[src/rtl/sr_lock_arbiter.sv]
// Round-robin lock arbiter: grants one of N requesters exclusive ownership of a
// shared flag, releases on owner rel or on a hold watchdog, then idles one dead cycle.
module sr_lock_arbiter #(
  parameter int N        = 4,
  parameter int MAX_HOLD = 255,
  parameter int HOLD_W   = 8,
  localparam int PW      = $clog2(N)
) (
  input  logic              clk,
  input  logic              rst,
  input  logic [N-1:0]      req,
  input  logic [N-1:0]      rel,
  output logic [N-1:0]      gnt,
  output logic              busy,
  output logic [PW-1:0]     owner,
  output logic              timeout,
  output logic [HOLD_W-1:0] hold_cnt,
  output logic [1:0]        dbg_state
);

  // Handshake: req is a level held until granted; a grant lasts until the owner
  // raises its own rel bit (sampled on the edge) or the watchdog expires.

  typedef enum logic [1:0] {
    IDLE   = 2'd0,
    LOCKED = 2'd1,
    GAP    = 2'd2
  } state_t;

  localparam logic              WD_EN   = (MAX_HOLD != 0);
  localparam logic [HOLD_W-1:0] WD_LAST = (MAX_HOLD == 0) ? '0 : HOLD_W'(MAX_HOLD - 1);

  state_t              state_q, state_d;
  logic [N-1:0]        gnt_q, gnt_d;
  logic [PW-1:0]       owner_q, owner_d;
  logic [PW-1:0]       ptr_q, ptr_d;
  logic [HOLD_W-1:0]   hold_q, hold_d;
  logic                timeout_q, timeout_d;

  logic [PW:0]         scan_idx;
  logic                win_found;
  logic [PW-1:0]       win_idx;
  logic [PW-1:0]       win_next;
  logic                rel_own;
  logic                wd_fire;

  // Rotating scan starting at ptr; first requester found wins.
  always_comb begin
    scan_idx  = '0;
    win_found = 1'b0;
    win_idx   = '0;
    for (int i = 0; i < N; i++) begin
      scan_idx = {1'b0, ptr_q} + (PW+1)'(i);
      if (scan_idx >= (PW+1)'(N)) scan_idx = scan_idx - (PW+1)'(N);
      if (!win_found && req[scan_idx[PW-1:0]]) begin
        win_found = 1'b1;
        win_idx   = scan_idx[PW-1:0];
      end
    end
  end

  always_comb begin
    win_next = (win_idx == PW'(N - 1)) ? '0 : win_idx + PW'(1);
    rel_own  = rel[owner_q];
    wd_fire  = WD_EN && (hold_q == WD_LAST) && !rel_own;
  end

  always_ff @(posedge clk) begin
    if (rst) begin
      state_q   <= IDLE;
      gnt_q     <= '0;
      owner_q   <= '0;
      ptr_q     <= '0;
      hold_q    <= '0;
      timeout_q <= 1'b0;
    end else begin
      state_q   <= state_d;
      gnt_q     <= gnt_d;
      owner_q   <= owner_d;
      ptr_q     <= ptr_d;
      hold_q    <= hold_d;
      timeout_q <= timeout_d;
    end
  end

  always_comb begin
    state_d = state_q;
    case (state_q)
      IDLE:    if (win_found) state_d = LOCKED;
      LOCKED:  if (rel_own || wd_fire) state_d = GAP;
      GAP:     state_d = IDLE;
      default: state_d = IDLE;
    endcase
  end

  // Release beats the watchdog when both land in the same cycle.
  always_comb begin
    gnt_d     = gnt_q;
    owner_d   = owner_q;
    ptr_d     = ptr_q;
    hold_d    = hold_q;
    timeout_d = 1'b0;
    case (state_q)
      IDLE: begin
        gnt_d  = '0;
        hold_d = '0;
        if (win_found) begin
          gnt_d   = N'(1) << win_idx;
          owner_d = win_idx;
          ptr_d   = win_next;
        end
      end
      LOCKED: begin
        if (rel_own) begin
          gnt_d  = '0;
          hold_d = '0;
        end else if (wd_fire) begin
          gnt_d     = '0;
          hold_d    = '0;
          timeout_d = 1'b1;
        end else if (hold_q != '1) begin
          hold_d = hold_q + HOLD_W'(1);
        end
      end
      GAP: begin
        gnt_d  = '0;
        hold_d = '0;
      end
      default: begin
        gnt_d  = '0;
        hold_d = '0;
      end
    endcase
  end

  assign gnt       = gnt_q;
  assign busy      = |gnt_q;
  assign owner     = owner_q;
  assign timeout   = timeout_q;
  assign hold_cnt  = hold_q;
  assign dbg_state = state_q;

  a_gnt_onehot0: assert property (@(posedge clk) disable iff (rst) $onehot0(gnt_q));
  a_timeout_free: assert property (@(posedge clk) disable iff (rst) timeout_q |-> (gnt_q == '0));

endmodule
[config.mk]
export PLATFORM = sky130hd
export DESIGN_NAME = sr_lock_arbiter
export DESIGN_NICKNAME = d
export VERILOG_FILES = /design/src/rtl/sr_lock_arbiter.sv
export SDC_FILE = /design/constraint.sdc
export NUM_CORES = 1
export LEC_CHECK = 0
export CELL_PAD_IN_SITES_DETAIL_PLACEMENT = 1
export CELL_PAD_IN_SITES_GLOBAL_PLACEMENT = 2
export CORE_UTILIZATION = 29
export CTS_CLUSTER_DIAMETER = 40
export DETAILED_ROUTE_END_ITERATION = 10
export GPL_ROUTABILITY_DRIVEN = 0
export HOLD_SLACK_MARGIN = 0.05
export PLACE_DENSITY = 0.84
export SLEW_MARGIN = 0
export SYNTH_ARGS = -nofsm -noshare
export SYNTH_HDL_FRONTEND = slang
export SYNTH_SLANG_ARGS = --single-unit
[constraint.sdc]
create_clock -name clk -period 2.6 [get_ports clk]
set_input_delay 0.78 -clock clk [delete_from_list [all_inputs] [get_ports clk]]
set_output_delay 0.78 -clock clk [all_outputs]
set_load 0.005 [all_outputs]
# After elaboration in Yosys (flattened, before gate mapping)
# Cells that the tools add are included.
[totals]
register_bits = 19
latchBits = 0
mem_bits_rw = 0
romBits = 0
inputBits = 10
word_cells = 79
mem_count = 0
[classes]
add_sub_neg = 9
mul = 0
n_div = 0
n_lt_le_gt_ge = 9
eq_ne = 7
n_shift = 1
mux = 31
bitwise_logic = 1
reduce_logical = 15
[op_table]
columns = ["operator", "count"]
rows = [
  ["$mux W2", 11],
  ["$lt A2 B3 Y1 const B", 5],
  ["$mux W4", 3],
  ["$bmux W1 S2", 5],
  ["$mux W1", 10],
  ["$ge A3 B3 Y1 const B", 3],
  ["$add A8 B1 Y8 const B", 1],
  ["$eq A8 B8 Y1 const B", 1],
  ["$ne A8 B8 Y1 const B", 1],
  ["$pmux W4 S2", 1],
  ["$reduce_or A4 Y1", 2],
  ["$sub A2 B1 Y2 const B", 4],
  ["$add A2 B2 Y3 const B", 2],
  ["$logic_and A1 B1 Y1", 4],
  ["$logic_not A1 Y1", 4],
  ["$ne A2 B2 Y1 const B", 2],
  ["$pmux W2 S2", 1],
  ["$reduce_and A2 Y1", 2],
  ["$shl A1 B2 Y4 const A", 1],
  ["$add A2 B1 Y3 const B", 1],
  ["$ge A2 B3 Y1 const B", 1],
  ["$ne A3 B3 Y1 const B", 1],
  ["$reduce_or A3 Y1", 1],
  ["$add A2 B1 Y2 const B", 1],
  ["other kinds (5)", 5],
]

# Longest topological paths before layout
# Gate-level depths: netlist (run 1).
[logic_depth]
ltp_word = 17
ltp_mapped = 8
depth_no_buf = 8

# Worst setup path after synthesis (run 1)
# No wires, ideal clock.
[synth_path]
path_type = "input-to-reg"
start = "input port req[0]"
end = "register ptr_q[0]"
t_arrival_ps = 1905
setup_slack_ps = 626
stages = 8
cell_sequence = "a21oi_1 o21a_1 o22ai_1 inv_1 ha_1 nor3_1 o31ai_1 a21oi_1"
[synth_via]
elab_chain_len = 14
elab_cells_between_ends = 26
classes_between = "add/sub (1); eq/ne (1); mux (17); reduce/logical (7)"
[synth_lines]
columns = ["item", "line", "text"]
rows = [
  ["from (decl)", "11", "input logic [N-1:0] req,"],
  ["$bmux W1 S2", "55", "if (!win_found && req[scan_idx[PW-1:0]]) begin"],
  ["$mux W1 (not written as such)", "55", ""],
  ["$mux W1", "55", ""],
  ["$logic_not A1 Y1", "55", ""],
  ["$logic_and A1 B1 Y1", "55", ""],
  ["$mux W1", "55", ""],
  ["$logic_not A1 Y1", "55", ""],
  ["$logic_and A1 B1 Y1", "55", ""],
  ["$mux W1", "55", ""],
  ["$logic_not A1 Y1", "55", ""],
  ["$logic_and A1 B1 Y1", "55", ""],
  ["$mux W2 *", "55", ""],
  ["net win_idx[1]", "42", "logic [PW-1:0] win_idx;"],
  ["$eq A2 B2 Y1 *", "63", "win_next = (win_idx == PW'(N - 1)) ? '0 : win_idx + PW'(1);"],
  ["$mux W2 *", "63", ""],
  ["to (signal assigned)", "80", "ptr_q <= ptr_d;"],
  ["to (decl)", "36", "logic [PW-1:0] ptr_q, ptr_d;"],
]
# Mark *: on every way through the listed nets, which the timed path passes. The rest lies on a longest branch. The select of a mux whose other input is x is not followed.
# A chain may end at the register's enable or synchronous reset.

# Worst setup path in the final report (run 1)
[layout_path]
start = "register gnt_q[0], in the netlist gnt[0]"
end = "output port busy"
[layout_via]
elab_chain_len = 1
[layout_lines]
columns = ["item", "line", "text"]
rows = [
  ["from (decl)", "34", "logic [N-1:0] gnt_q, gnt_d;"],
  ["from (signal assigned)", "78", "gnt_q <= gnt_d;"],
  ["$reduce_or A4 Y1", "137", "assign busy = |gnt_q;"],
  ["to (decl)", "14", "output logic busy,"],
]
# No other way between the ends.

==> results.md, run 1 <==
Run status:
- The flow ran to the end, and the final reports show no timing, DRC or antenna violations.

Die:
- The area inside the core boundary is 0.003078 mm^2.
- For this configuration, the core starts out at a cell density of 30.77%.
- The boundary pin count is 28.
- The total number of placement rows is 20.
- The die height is 59.15 um.
- The die covers 0.003499 mm^2.
- Measured along the x axis, the die boundary spans 59.15 um.

Setup path:
- The signal on the critical path passes through or4_1 > clkdlybuf4s50_1.
- The worst setup path is launched from a flip-flop.
- The type of destination of the critical path is an output port.
- The data arrival time of the worst path is 1.60 ns.
- The critical path is of the flip-flop to output port type.
- The number of buffer and inverter stages on the critical path is 1.
- The largest delay contributor family on the critical path is simple AND/OR/NAND/NOR gates.
- For this run, the slowest stage of the critical path takes 0.51 ns.
- The required arrival time at the worst endpoint is 1.82 ns.
- The maximum fanout count along the critical path is 3.
- The master of the slowest instance on the critical path is or4_1.

Synth:
- The number of storage elements in the synthesis netlist is 19.
- In the synthesized netlist the async set-or-reset flop fraction comes to 0%.
- The primary flip-flop cell chosen by synthesis mapping is dfxtp_1.
- After synthesis, the netlist uses 34 different library cells.
- Sequential cells were found to cover 40.16% of the synthesized design area.
- The area of the mapped netlist is 947.2 um^2.
- The per-instance average area after synthesis is 9.107 um^2.
- Yosys printed 0 warnings.
- The number of enable flip-flop cells after synthesis is 0.
- The number of instances in the synthesized netlist is 104.
- The post-synth net total is 120.

Final layout:
- The number of fillers in the final layout is 377.
- The fraction of final layout cells sized beyond drive strength 1 is 8.088%.
- After the flow finishes, the layout carries non-filler instances totaling 180.
- In the final layout, the multi-input gates occupy 546.8 um^2.
- The net count reported at finish is 153.
- The total area of sequential cells is 380.4 um^2.
- From synthesis to final layout, the design area changed by 38.31%.
- The final non-filler cell area is 0.001310 mm^2.
- The antenna diode count is 0.

Route:
- The count of routing violations after the opening detailed-route iteration is 12.
- In the final routed layout, each cell accounts on average for 13.43 um.
- The detail route stage leaves a number of antenna-violating nets equal to 0.
- The length of the first detailed-routing pass in iterations is 2.
- The via count is 898.
- The final layout contains routed wiring with a total length of 2418 um.
- The mean number of vias per cell is 4.989.
- The detailed-route DRC error count is 0.

Clock tree:
- In this run the deepest clock path goes through 2 buffers.
- Buffers inserted during clock tree synthesis total 3.
- The clock network latency to the later pin of the worst-skew pair is 0.30 ns.
- The root buffer cell is clkbuf_4.
- The level count of the clock H-tree is 1.
- After clock tree synthesis, the repair step resized 0 gates.
- The number of buffers added for setup after CTS is 0.
- TritonCTS built the clock tree.
- The number of hold buffers added after CTS was 0.
- The clock-pin slew of the registers on the worst-case setup and hold paths is 0.12 ns.
- CTS saw 19 sinks.

Timing:
- The final max-slew violation count is 0.
- The final critical-path required period is 2.383 ns.
- The final setup skew is 0.007482 ns.
- The summed negative setup slack over all endpoints is 0 ns.
- Setup violations remaining at the end of the flow were counted as 0.
- The count of endpoints failing hold in the final timing report came to 0.
- The relative slew slack is 78.22%.
- Of the available clock period, the critical path in the final layout requires 91.67%.
- Setup repair after global routing left no endpoint under its margin.
- Based on the critical path, the design can be clocked at up to 419.6 MHz.
- At the pin with the least slew margin, the transition time is 0.3237 ns.

Pwr:
- The analysis attributes to cell leakage a power of 0.4845 nW.
- VDD sags by at most 0.0002413 V.
- Power spread over the standard cell area amounts to 560.8 mW/mm^2.

Flow run:
- Max-cap violations in this run came to 0.

Placement:
- The wire-length estimate of the detail-placed layout is 1935 um.
- The count of input and output buffers is 27.
- Including well taps, the total number of placed cells is 176.
- The total cell area at the placement stage is 0.001282 mm^2.

Global routing:
- The wire length of the first global-routing pass is 4091 um.
- Entering global routing, the biggest net connects 12 pins.
- Global routing consumed, over all layers together, 15.65% of the routing resources.
- The number of antenna violations at the first check in global routing is 0.
- The via count of the first global-routing pass is 887.
- For this run the aggregate overflow at the end of global routing stands at 0.

Worst hold path:
- The tightest min-delay check is of the flip-flop to flip-flop type.
[logic make-up after synthesis]
kind of cell	Yosys count	share of synthesized area (%)
fa+ha+maj	6	7.926
simple gates	46	26.16
flops	19	40.16
xor+xnor	3	2.775
buf+inv	5	2.113
compound gates	23	17.44
mux	2	3.434
[final timing paths]
path	startpoint	to	slack, ns	cells after the start
max	gnt[0]	busy	0.22	2
min	ptr_q[0]	ptr_q[0]	0.50	2
max reg2reg	ptr_q[1]	ptr_q[1]	0.79	6
min reg2reg	ptr_q[0]	ptr_q[0]	0.50	2
[flip-flops by register name (all words and copies together) (netlist names)]
signal,flops
dbg_state,2
gnt,4
hold_cnt,8
owner,2
ptr_q,2
timeout,1
[final cells by class]
| cell class | instances | area share [%] |
|---|---|---|
| multi-input cells | 80 | 41.74 |
| flip-flops and latches | 19 | 29.04 |
| repair buffers | 29 | 21.78 |
| well taps | 44 | 4.202 |
| clock buffers | 3 | 1.719 |
| inverters | 4 | 1.146 |
| clock inverters | 1 | 0.3820 |
[cell usage after synthesis (2+ instances only)]
| library cell | count | area [um^2] |
|---|---|---|
| nand2b_1 | 2 | 12.51 |
| nor2_1 | 13 | 48.80 |
| inv_1 | 4 | 15.01 |
| ha_1 | 6 | 75.07 |
| nand2_1 | 5 | 18.77 |
| dfxtp_1 | 19 | 380.4 |
| and3_1 | 3 | 18.77 |
| nor3_1 | 4 | 20.02 |
| nand3_1 | 8 | 40.04 |
| a21oi_1 | 7 | 35.03 |
| a22o_1 | 4 | 35.03 |
| a211oi_1 | 3 | 22.52 |
| o21ai_0 | 2 | 10.01 |
| o22ai_1 | 2 | 12.51 |
| xor2_1 | 2 | 17.52 |
| or4_1 | 2 | 15.01 |
[metrics by stage]
| stage | power, W | worst slack, ns | hold WS (ns) | util, % |
|---|---|---|---|---|
| after floorplan | 0.0004782 | 0.6257 | 0.4437 | - |
| after global placement | 0.0005825 | 0.09921 | 0.4728 | 41.67 |
| after detailed placement | 0.0005894 | 0.002306 | 0.4832 | 41.67 |
| after CTS | 0.0007459 | 0.1994 | 0.5086 | 42.56 |
| after global routing | 0.0007786 | 0.1590 | 0.5289 | 42.56 |
| final | 0.0007346 | 0.2165 | 0.5035 | 42.56 |
[cell usage in the layout, fill, tap and decap left out]
cell type,count
o22ai_1,2
nor3_1,4
mux4_2,1
clkbuf_4,3
o31ai_1,1
nand2b_1,2
ha_1,6
clkinv_2,1
nor3b_1,1
or2_1,1
nand4_1,1
or3_1,1
a211oi_1,3
inv_1,4
o211ai_1,1
o21a_1,1
a21oi_1,7
or3_2,1
or4_1,2
nand3_1,8
dfxtp_1,19
a31oi_4,1
buf_4,2
clkdlybuf4s50_1,27
xnor2_1,1
a22o_1,4
o21ai_0,2
and2b_1,1
mux2i_1,1
nor2_1,13
xor2_1,2
a31oi_1,1
nand2_1,5
and3_1,3
nand3_4,1
nor4_1,1
or2_4,1
[per-layer routing]
layer	vias to the layer above	global-route usage, %	wire, um
met3	2	3.930	70
met4	0	4.082	17
li1	446	-	-
met1	433	20.22	1160
met5	-	0	0
met2	17	25.97	1170
[report_power, final]
group / internal, W / switching (W)
combinational: 0.000128 / 0.000101
sequential: 0.000320 / 0.0000319
clock: 0.0000573 / 0.0000968
[worst register-to-register path: stages (launching register included)]
cell      delay (ns)
dfxtp_1         0.46
mux2i_1         0.24
nor2_1          0.09
or3_1           0.41
inv_1           0.10
ha_1            0.23
a211oi_1        0.20
Power figures use the tool's default switching activity.
==> run 2: changes to the inputs <==
--- a/config.mk
+++ b/config.mk
@@ -7,11 +7,12 @@
 export LEC_CHECK = 0
 export CELL_PAD_IN_SITES_DETAIL_PLACEMENT = 1
 export CELL_PAD_IN_SITES_GLOBAL_PLACEMENT = 2
+export CORE_MARGIN = 3
 export CORE_UTILIZATION = 29
 export CTS_CLUSTER_DIAMETER = 40
 export DETAILED_ROUTE_END_ITERATION = 10
 export GPL_ROUTABILITY_DRIVEN = 0
-export HOLD_SLACK_MARGIN = 0.05
+export HOLD_SLACK_MARGIN = 0.1
 export PLACE_DENSITY = 0.84
 export SLEW_MARGIN = 0
 export SYNTH_ARGS = -nofsm -noshare
==> run 2 against run 1 <==
  * Largest cell class unchanged
  * Largest power group unchanged
  * Critical path depth is the same
  * First-iteration DRC count up 67%
  * Via count is 1.8% lower
  * Power down 0.72%
  * Clock power shrank 3%
  * Cell area unchanged
==> results.md, run 2 (synthesized netlist as in run 1, its figures left out) <==
Timing:
- The smallest hold slack is 0.4944 ns.
- The highest attainable clock frequency is 421.5 MHz.
- In the finished design, the share of the clock period the worst path needs comes to 91.25%.
- The final max-slew violation count is 0.
- The final worst-path setup slack is 0.2275 ns.
- The count of endpoints failing hold in the final timing report is 0.
- For the pin with the worst max-slew slack, the measured transition is 0.3384 ns.
- The final critical-path required period is 2.373 ns.
- For the final database, setup skew stands at 0.001690 ns.
- The relative slew slack is 77.23%.
- Setup repair after global routing left no endpoint under its margin.
- The final setup violation count is 0.
- Adding up every negative setup slack in the final design gives 0 ns.

Setup path:
- STA classifies the critical path endpoint as an output port.
- The nature of the critical path startpoint is a flip-flop.
- In this run the worst path has a maximum fanout of 3.
- STA puts the critical path data required time at 1.82 ns.
- By startpoint and endpoint, the worst setup path is classified as flip-flop to output port.
- STA puts the critical path data arrival time at 1.59 ns.

Worst hold path:
- The classification of the worst-slack hold path is flip-flop to flip-flop.

Global routing:
- The number of antenna violations at the first check in global routing is 0.
- Global routing used 13.05% of the available tracks across all layers.
- Summed over all layers, the global routing overflow is 0.
- The wire length of the first global-routing pass is 4188 um.
- The maximum number of pins on one net before global-route repair is 12.
- The via count of the first global-routing pass is 915.

Route:
- The remaining number of nets flagged by the antenna check after routing is 0.
- In the routed layout, each cell is associated on average with a via count of 4.900.
- In this run, the number of DRC markers left after iteration 0 of detailed routing was 20.
- The length of the first detailed-routing pass in iterations is 4.
- The detailed-route DRC error count is 0.
- The average wire per standard cell is 13.28 um.
- Detailed routing inserted a total of 882 vias.
- After detailed routing, the total wire length is 2391 um.

Final layout:
- The final design utilization is 42.56%.
- The synthesis-to-finish area growth is 38.31%.
- The register with the most flip-flops in the layout has 8 of them.
- The leading cell type in the layout, fill and taps excluded is clkdlybuf4s50_1.
- The antenna diode count is 0.
- Cells with a size suffix above 1 make up 8.088% of the layout.
- After filler insertion, the fill cell instance count of the layout stands at 372.
- The final layout contains 153 nets.
- The top cell types in the final layout, fill and taps aside, are 27 x clkdlybuf4s50_1, 19 x dfxtp_1, 13 x nor2_1.

Clock tree:
- The number of buffers added for setup after CTS is 0.
- The clock-pin slew of the registers on the worst-case setup and hold paths is 0.11 ns.
- The hold buffer count at CTS is 0.
- The number of clock sinks seen by CTS is 19.
- The tree is rooted in a clkbuf_4.
- The clock reaches the later pin of the worst-skew pair after 0.29 ns.
- In this run, post-CTS repair resized a total of 0 instances.
- The level count of the clock H-tree is 1.
- In this run the deepest clock path goes through 2 buffers.
- TritonCTS built the clock tree.
- Buffers inserted during clock tree synthesis total 3.

Die:
- For this configuration, the core starts out at a cell density of 30.77%.
- The floorplan step defined a die boundary enclosing 0.003988 mm^2.
- The die span in x is 63.15 um.
- After floorplanning, the core was divided into 20 placement rows.
- In this run the vertical extent of the chip is 63.15 um.
- The boundary pin count is 28.
- The area inside the core boundary is 0.003078 mm^2.

Pwr:
- Of the total power, registers draw 48.0%.
- The total power density per cell area is 556.7 mW/mm^2.
- Summed over all cells, the static leakage comes to 0.4845 nW.
- The fraction of power consumed by the clock network is 20.4%.
- The internal power contribution is 0.0005055 W.
- Combinational cells account for 31.6% of the total power.
- The largest vdd supply drop is 0.0003336 V.
- Net switching is 30.69% of the power.
- The switching power total is 0.0002238 W.

Placement:
- Input and output buffers added on the ports amount to 27.
- The detailed placement HPWL is 1956 um.
- Before CTS, the worst setup slack after placement is -0.004683 ns.

Run status:
- The run finished with clean final reports.

Flow run:
- Max-cap violations in this run came to 0.
[run 2: area by class of cell]
class,count,area [um^2],area share [%]
Clock buffer,3,22.52,1.719
Clock inverter,1,5.005,0.3820
Inverter,4,15.01,1.146
Multi-Input combinational cell,80,546.8,41.74
Sequential cell,19,380.4,29.04
Tap cell,44,55.05,4.202
Timing Repair Buffer,29,285.3,21.78
[run 2: worst paths after layout]
check / startpoint / endpoint / slack, ns / cells past startpoint
worst min register to register: ptr_q[0] / ptr_q[0] / 0.49 / 2
worst min-delay path: ptr_q[0] / ptr_q[0] / 0.49 / 2
worst max register to register: ptr_q[1] / ptr_q[1] / 0.82 / 6
worst max-delay path: gnt[0] / busy / 0.23 / 2
[run 2: routing by layer]
layer  share of wire (%)  track usage (%)
met5                   0                0
met4                0.79            3.306
met3                 4.3            3.922
met2                  49            22.27
met1                  46            15.90
[run 2: metrics by stage]
| stage | cells | cell area, um^2 | total power (W) |
|---|---|---|---|
| 2_1_floorplan | 104 | 947.2 | 0.0004782 |
| 3_3_place_gp | 176 | 1282 | 0.0005830 |
| 3_5_place_dp | 176 | 1282 | 0.0005908 |
| 4_1_cts | 180 | 1310 | 0.0007444 |
| 5_1_grt | 180 | 1310 | 0.0007827 |
| 6_report | 180 | 1310 | 0.0007293 |
[run 2: critical path, stage by stage, from the launching register on]
cell and delay (ns):
dfxtp_1 0.34, or4_1 0.51, clkdlybuf4s50_1 0.45
[run 2: power groups by stage]
stage,Combinational [W],Clock [W],Sequential (W)
3_3_place_gp,0.000226,0,0.000357
5_1_grt,0.000258,0.000168,0.000356
3_5_place_dp,0.000233,0,0.000358
4_1_cts,0.000234,0.000159,0.000351
2_1_floorplan,0.000125,0,0.000354
6_report,0.000231,0.000149,0.000350
==> run 3: changes to the inputs <==
--- a/config.mk
+++ b/config.mk
@@ -7,6 +7,7 @@
 export LEC_CHECK = 0
 export CELL_PAD_IN_SITES_DETAIL_PLACEMENT = 1
 export CELL_PAD_IN_SITES_GLOBAL_PLACEMENT = 2
+export CORE_ASPECT_RATIO = 1.5
 export CORE_MARGIN = 3
 export CORE_UTILIZATION = 29
 export CTS_CLUSTER_DIAMETER = 40
==> run 3 against run 2 <==
  * Count of clock-buffer cells in the layout grew 1
  * Via count grew 1.6%
  * Register-to-register slack lost 0.05 ns
  * Hold slack lost 0.0092 ns
  * Clock power grew 37%
  * Combinational power is essentially flat
  * Die area grew 0.35%
  * Cell area grew 0.86%
  * Global-route usage grew 1.9 points
  * Critical path depth grew 5
  * Routed wire length grew 11%
  * Cell count shrank 2.8%
  * Largest cell class unchanged
  * Largest power group unchanged
==> results.md, run 3 (synthesized netlist as in run 1, its figures left out) <==
Global routing:
- The remaining global-route overflow is 0.
- The first global-routing pass estimated 4491 um of wire.
- The maximum number of pins on one net before global-route repair is 11.
- The via count of the first global-routing pass is 977.
- The number of antenna violations at the first check in global routing is 0.
- The global-route total usage across every layer is 14.91%.

Placement:
- Detailed placement finished with a half-perimeter wire length of 2149 um.
- Including well taps, the total number of placed cells is 171.
- After detailed placement, the total cell area comes to 0.001276 mm^2.
- The count of input and output buffers is 27.

Setup path:
- STA classifies the critical path endpoint as a flip-flop.
- The reg-to-reg critical path endpoint is ptr_q[1].
- The critical path goes through clkdlybuf4s50_1 > mux2i_1 > nor2_1 > or3_1 > inv_1 > ha_1 > a211oi_1.
- The setup path with the least slack is of type input port to flip-flop.
- For this run, the slowest stage of the critical path takes 0.48 ns.
- The slowest stage of the critical path is the clkdlybuf4s50_1 cell.
- The maximum fanout count along the critical path is 5.
- The nature of the critical path startpoint is an input port.
- For flop-to-flop paths, the worst setup slack is 0.77 ns.
- At the worst endpoint, the required time is 2.76 ns.
- Counting cells, the worst reg-to-reg path comes to 6.
- The critical register-to-register path startpoint is ptr_q[1].
- The data arrival time of the worst path is 2.52 ns.

Route:
- The remaining number of nets flagged by the antenna check after routing is 0.
- The wire length reported by the detailed router is 2649 um.
- For this run, design rule violations remaining after detail routing come to 0.
- Before antenna repair, the detailed router went through 3 iterations.
- The detailed router placed 896 vias in this run.
- The count of routing violations after the opening detailed-route iteration is 5.
- The mean number of vias per cell is 5.120.
- The average wire per standard cell is 15.14 um.

Pwr:
- Internal power comes to 0.0005579 W.
- The worst-case IR drop observed on VDD is 0.0002463 V.
- Per report_power, the sequential group accounts for 44.4% of the total.
- The switching part of the total power is 29.24%.
- The total leakage power is 0.4896 nW.
- Summed over all nets, the switching power comes to 0.0002305 W.
- Of the total power, the clock network draws 25.8%.
- The total design power is 0.0007884 W.
- The total power density per cell area is 596.7 mW/mm^2.
- Combinational logic is responsible for 29.7% of the overall power.

Timing:
- Setup repair after global routing left no endpoint under its margin.
- The highest attainable clock frequency is 423.3 MHz.
- Setup violations remaining at the end of the flow were counted as 0.
- The final critical-path required period is 2.363 ns.
- The ratio of final minimum period to clock period is 90.87%.
- The count of endpoints failing hold in the final timing report came to 0.
- The final setup skew is 0.001329 ns.
- In this run the tightest slew margin relative to its limit is 78.29%.
- The slew of the pin with the lowest slew margin is 0.3227 ns.
- The final max-slew violation count is 0.

Clock tree:
- The post-cts gate resize count is 0.
- TritonCTS built the clock tree.
- The clock buffer count from CTS is 3.
- In this run, post-CTS hold repair placed 0 buffers.
- The deepest clock path buffer count is 2.
- The number of buffers added for setup after CTS is 0.
- The level count of the clock H-tree is 1.
- The cell sitting at the root of the clock tree is a clkbuf_8.
- The clock-pin slew of the registers on the worst-case setup and hold paths is 0.07 ns.
- The tree built by TritonCTS fans out to 19 sinks.
- The later pin in the worst-skew pair is clocked with a latency of 0.25 ns.

Die:
- The area inside the core boundary is 0.003003 mm^2.
- After floorplanning, the core was divided into 24 placement rows.
- The die span in x is 52.66 um.
- For this configuration, the core starts out at a cell density of 31.54%.
- The floorplan step defined a die boundary enclosing 0.004002 mm^2.
- The boundary pin count is 28.
- The die height is 76.00 um.

Flow run:
- Max-cap violations in this run came to 0.

Run status:
- The run finished with clean final reports.

Worst hold path:
- The startpoint identified for the worst hold timing path is ptr_q[0].
- The hold path endpoint is ptr_q[0].
- The path class of the tightest hold or removal check is flip-flop to flip-flop.
- Along the worst hold path, the cell count comes to 2.

Final layout:
- The antenna diode count is 0.
- The final non-filler cell area is 0.001321 mm^2.
- The leading cell type in the layout, fill and taps excluded is clkdlybuf4s50_1.
- The finished layout holds 175 standard cells, fillers aside.
- The fraction of final layout cells sized beyond drive strength 1 is 7.353%.
- The top cell types in the final layout, fill and taps aside, are 27 x clkdlybuf4s50_1, 19 x dfxtp_1, 13 x nor2_1.
- The number of flip-flops in the largest register is 8.
- The synthesis-to-finish area growth is 39.50%.
- The net count reported at finish is 153.
- For this run, the share of the core covered by cells in the final layout is 44.00%.
-- run 3: changes by cell type in the layout (fill, tap and decap cells not counted), sizes merged --
cell    delta
clkinv     -1
clkbuf     +1
-- run 3: layout make-up --
| class | instances | area, um^2 |
|---|---|---|
| clock buffer | 4 | 45.04 |
| multi-input combinational | 80 | 546.8 |
| tap | 39 | 48.80 |
| timing repair buffer | 29 | 285.3 |
| sequential | 19 | 380.4 |
| inverter | 4 | 15.01 |
| fill | 363 | 1682 |
-- run 3: power by group through the flow --
stage,Combinational [W],Clock (W),Sequential (W)
3_3_place_gp,0.000230,0,0.000356
4_1_cts,0.000239,0.000211,0.000351
6_report,0.000234,0.000204,0.000350
5_1_grt,0.000256,0.000224,0.000356
2_1_floorplan,0.000125,0,0.000354
3_5_place_dp,0.000239,0,0.000358
-- run 3: critical path, delay by kind of cell --
family,cells,cell delay [ns]
buffers and inverters,2,0.59
AND/OR/NAND/NOR,2,0.49
adder cells (fa/ha/maj),1,0.24
AO/OA/AOI/OAI,1,0.22
multiplexers,1,0.19
-- run 3: worst max-delay path by stage --
| stage | slack (ns) | cells after the start | start | endpoint |
|---|---|---|---|---|
| 5_1_grt | 0.14 | 7 | req[0] | ptr_q[1] |
| 6_report | 0.24 | 7 | req[0] | ptr_q[1] |
| 2_1_floorplan | 0.63 | 8 | req[0] | ptr_q[0] |
| 4_1_cts | 0.23 | 7 | req[0] | ptr_q[1] |
| 3_3_place_gp | 0.04 | 9 | req[2] | ptr_q[0] |
| 3_5_place_dp | -0.03 | 7 | req[0] | ptr_q[1] |
-- run 3: through the flow --
stage | hold slack (ns) | setup TNS (ns) | setup WS [ns]
2_1_floorplan | 0.4437 | 0 | 0.6257
3_3_place_gp | 0.4593 | 0 | 0.03823
3_5_place_dp | 0.4767 | -0.04221 | -0.02737
4_1_cts | 0.4866 | 0 | 0.2344
5_1_grt | 0.5018 | 0 | 0.1384
6_report | 0.4852 | 0 | 0.2375
-- run 3: metal layers --
layer / part of all wire [%] / vias to the layer above / global-route usage, %
met5: 0 / - / 0
met4: 1.4 / 0 / 6.138
met3: 3.4 / 4 / 2.935
met2: 57 / 23 / 27.61
met1: 38 / 428 / 15.31
li1: - / 441 / -
